## src/rtl/ble_cfg_pkg.sv

```systemverilog
// rtl/ble_cfg_pkg.sv - configuration layout shared by the fracturable BLE.
// Mode-bit offsets are relative to the end of the 2**K-bit truth table.
package ble_cfg_pkg;

   localparam int OFS_OUT0_SEL = 0;
   localparam int OFS_OUT1_SEL = 1;
   localparam int OFS_FRAC     = 2;
   localparam int OFS_INIT     = 3;
   localparam int OFS_CE       = 4;
   localparam int NUM_MODE     = 5;

   function automatic int cfg_w(input int k);
      return (2 ** k) + NUM_MODE;
   endfunction

endpackage

```

## src/rtl/lut_k_mux.sv

```systemverilog
// rtl/lut_k_mux.sv - combinational 2**K:1 truth-table mux.
module lut_k_mux #(
   parameter int K = 4
) (
   input  logic [(2**K)-1:0] tt_i,
   input  logic [K-1:0]      sel_i,
   output logic              out_o
);

   assign out_o = tt_i[sel_i];

endmodule

```

## src/rtl/ble_k_frac.sv

```systemverilog
// rtl/ble_k_frac.sv - fracturable K-LUT with two user FFs; config is a chain segment.
// cfg_en freezes the user FFs and forces the outputs low while the chain shifts.
module ble_k_frac
   import ble_cfg_pkg::*;
#(
   parameter int K = 4
) (
   input  logic         clk,
   input  logic         reset,
   input  logic         cfg_en,
   input  logic         ccff_head,
   output logic         ccff_tail,
   input  logic [K-1:0] ble_in,
   input  logic         ble_ce,
   output logic [1:0]   ble_out
);

   localparam int LUT_N = 2 ** K;
   localparam int CFG_W = cfg_w(K);

   logic [CFG_W-1:0] cfg_q, cfg_d;
   logic             ff0_q, ff0_d;
   logic             ff1_q, ff1_d;

   logic             out0_sel, out1_sel, frac_en, ff_init, ce_en;
   logic [K-1:0]     full_sel;
   logic             full_out, hi_out;
   logic             lut0, lut1;

   assign out0_sel  = cfg_q[LUT_N + OFS_OUT0_SEL];
   assign out1_sel  = cfg_q[LUT_N + OFS_OUT1_SEL];
   assign frac_en   = cfg_q[LUT_N + OFS_FRAC];
   assign ff_init   = cfg_q[LUT_N + OFS_INIT];
   assign ce_en     = cfg_q[LUT_N + OFS_CE];
   assign ccff_tail = cfg_q[0];

   // In fractured mode the full mux with a zeroed MSB serves as the lower (K-1)-LUT.
   assign full_sel = frac_en ? {1'b0, ble_in[K-2:0]} : ble_in;

   lut_k_mux #(.K(K)) u_lut_full (
      .tt_i  (cfg_q[LUT_N-1:0]),
      .sel_i (full_sel),
      .out_o (full_out)
   );

   lut_k_mux #(.K(K-1)) u_lut_hi (
      .tt_i  (cfg_q[LUT_N-1:LUT_N/2]),
      .sel_i (ble_in[K-2:0]),
      .out_o (hi_out)
   );

   assign lut0 = full_out;
   assign lut1 = frac_en ? hi_out : full_out;

   always_comb begin
      cfg_d = cfg_q;
      if (cfg_en) begin
         cfg_d = {ccff_head, cfg_q[CFG_W-1:1]};
      end
   end

   always_comb begin
      ff0_d = ff0_q;
      ff1_d = ff1_q;
      if (reset) begin
         ff0_d = ff_init;
         ff1_d = ff_init;
      end else if (!cfg_en && !(ce_en && !ble_ce)) begin
         ff0_d = lut0;
         ff1_d = lut1;
      end
   end

   // The chain is deliberately outside reset so a mid-shift reset loses no bits.
   always_ff @(posedge clk) begin
      cfg_q <= cfg_d;
      ff0_q <= ff0_d;
      ff1_q <= ff1_d;
   end

   always_comb begin
      ble_out = 2'b00;
      if (!cfg_en) begin
         ble_out[0] = out0_sel ? ff0_q : lut0;
         ble_out[1] = out1_sel ? ff1_q : lut1;
      end
   end

endmodule
```

## config.mk

```make
export PLATFORM = sky130hd
export DESIGN_NAME = ble_k_frac
export DESIGN_NICKNAME = d
export VERILOG_FILES = /design/src/rtl/ble_cfg_pkg.sv /design/src/rtl/lut_k_mux.sv /design/src/rtl/ble_k_frac.sv
export SDC_FILE = /design/constraint.sdc
export NUM_CORES = 1
export LEC_CHECK = 0
export ABC_AREA = 1
export CAP_MARGIN = 0
export CORE_ASPECT_RATIO = 0.75
export CORE_MARGIN = 5
export CORE_UTILIZATION = 60
export DETAILED_ROUTE_END_ITERATION = 7
export DONT_BUFFER_PORTS = 1
export PLACE_DENSITY = 0.86
export SLEW_MARGIN = 25
export SYNTH_ARGS = -nofsm -noshare
export SYNTH_HDL_FRONTEND = slang
export SYNTH_HIERARCHICAL = 1
export SYNTH_SLANG_ARGS = --single-unit
```

## constraint.sdc

```tcl
create_clock -name clk -period 1.7 [get_ports clk]
set_input_delay 0.34 -clock clk [delete_from_list [all_inputs] [get_ports clk]]
set_output_delay 0.34 -clock clk [all_outputs]
set_load 0.01 [all_outputs]
```

==> metrics.yaml <==
clock_tree:
  ctsHtreeMaxLevel: 1
  tritoncts: "yes"
  clk_latency_ps: 310
  clockBufferDepth: 2
  root_buffer: "clkbuf_4"
  cts_sinks: 23
  numCtsBuffers: 3
  cts_hold_buf: 0
  clkSlewWorstSetupHoldPaths_ps: 130
layout:
  mostFrequentLayoutCell: "nand2_1"
  syn_to_final_growth_pct: 17.0
  utilization_pct: 75.4
  layout_common_cells: "35 x nand2_1, 29 x inv_1, 23 x edfxtp_1"
  final_nets: 150
  nFillCells: 106
  n_antenna_cell: 0
  drive_above_1_share_pct: 30.0
die:
  ioPinCount: 12
  row_count: 13
  coreArea_um2: 1760
  die_y_um: 47.6
  start_util_pct: 64.5
  design.die.area_um2: 2860
  die_x_um: 60.2
logic_synthesis:
  avgSynthCellArea_um2: 8.99
  synthCells: 126
  synth_top_cell_area_share_pct: 61.0
  synthTopCellsByArea: "edfxtp_1 61%, nand2_1 13%, inv_1 10%"
  syn_area_um2: 1130
  yosysTopAreaCell: "edfxtp_1"
  syn-num-nets: 135
  synth_seq_area_share_pct: 61.0
  ys_warn_count: 6
  netlist-cell-type-count: 11
  synth_seq_cells: 23
global_route:
  grt_max_degree: 25
  overflow: 0
  grt_usage_pct: 17.0
  grt_pass1_wl_um: 3430
  grt_pass1_vias: 758
  antenna_found_initial: 0
run:
  maxCapViolCount: 0
pwr:
  power_switching_uw: 265
  power.total_uw: 1080
  ir_worst_vdd_uv: 684
  p_leak_uw: 0.000658
  intPower_uw: 819
  sequentialPowerShare_pct: 63.4
  power_density_nw_per_um2: 818
  combPwrFrac_pct: 13.0
  swShare_pct: 24.4
  p_clk_share_pct: 23.6
sta:
  drv_slew: 0
  fin_tns_setup_ps: -200
  tightest_slew_ps: 324
  hold_slack_ps: 109
  layout_min_cycle_time_ps: 1830
  clock.fmax_mhz: 547
  timing.final.crit_share_pct: 107
  fin_skew_ps: 4.79
  relSlewSlack_pct: 78.2
  final.setup.worst_slack_ps: -127
  rsz0062_at_grt: "yes"
  final_hold_viol_count: 0
  final-setup-viol-count: 2
placement:
  io_buffers: 0
  gp_congestion: 0.863
  dpl_worst_slack_ps: 220
  dpl.hpwl_um: 1330
worst_setup_path:
  crit_arrival_ps: 1490
  worstSetupPathType: "reg2out"
  cp.required_ps: 1360
  end_kind: "primary output"
  crit_path_start_kind: "flop"
  worstPathMaxFanout: 3
detailed_routing:
  wire_per_inst_um: 13.4
  drc: 0
  vias: 828
  drtIter0Drc: 49
  postRouteAntennaNets: 0
  wirelength_um: 2160
  vias_per_cell: 5.11
  dr.pass1.iters: 4
outcome:
  status: "complete, but fails checks"
  violations: "negative setup slack"
min_path:
  hold_class: "in2reg"
## what timing repair did
item                                   4_1_cts  5_1_grt
setup endpoints to repair                    2        2
gates cloned                                 0        0
endpoints found under the hold margin        0        0
resized for setup                            8        9
setup buffers                                4        7
pin swaps                                    9       11
## state kept, by name, summed over array words and instances, names as in the netlist
name and flops:
cfg_q 21, ff0_q 1, ff1_q 1
## metrics by stage
stage | std cells | area [µm²]
global route | 162 | 1330
CTS | 155 | 1240
floorplan | 126 | 1130
finish | 162 | 1330
detailed placement | 147 | 1150
global placement | 147 | 1150
## worst paths after layout
path / startpoint / to / slack (ps) / cells after the start
max: cfg_q[15]$_DFFE_PP_ / ble_out[1] / -130 / 10
min: ccff_head / cfg_q[20]$_DFFE_PP_ / 110 / 0
max reg2reg: cfg_q[15]$_DFFE_PP_ / ff0_q$_DFFE_PP_ / 220 / 10
min reg2reg: cfg_q[19]$_DFFE_PP_ / cfg_q[18]$_DFFE_PP_ / 470 / 0
## logic make-up (layout without fill, tap and decap cells)
kind of cell | after synthesis | after routing | synth area share (%)
AOI/OAI and AO/OA | 3 | 3 | 1.33
DFF | 23 | 23 | 61.0
and+or+nand+nor | 64 | 64 | 24.4
buffers and inverters | 36 | 50 | 13.3
## critical path, cell delays in order (launching register included)
cell and delay, ps:
edfxtp_1 440, inv_1 100, nand2_2 60, nand3_2 60, nand3_1 100, nand3_2 80
nand2_2 60, nand2_2 80, nand3_2 80, nand2_2 60, inv_2 40
## routing by layer
metal / routed length [µm] / GRT usage (%)
met1: 1030 / 22.6
met2: 976 / 25.9
met3: 124 / 5.93
met4: 36 / 6.64
met5: 0 / 0
## final cells by class
cell class              instances  area (µm²)  area share [%]
clock buffers                   3        22.5            1.70
clock inverters                 1        7.51           0.567
inverters                      35         139            10.5
multi-input cells              67         355            26.8
flip-flops and latches         23         691            52.1
well taps                      22        27.5            2.08
repair buffers                 11        82.6            6.23
## cells in the mapped netlist
library cell  number
nand2_1           39
inv_1             31
edfxtp_1          23
nand3_1           17
nand2_2            6
inv_2              3
a21oi_1            2
nor2_1             2
buf_6              1
inv_8              1
o21ai_0            1
## power groups by stage
stage	logic (µW)	registers (µW)	clock network [µW]
global placement	87.4	700	0
CTS	110	688	262
detailed placement	90.1	702	0
finish	141	687	255
floorplan	82.5	693	0
global route	156	691	288
No activity file was read; power rests on OpenSTA's default activity.
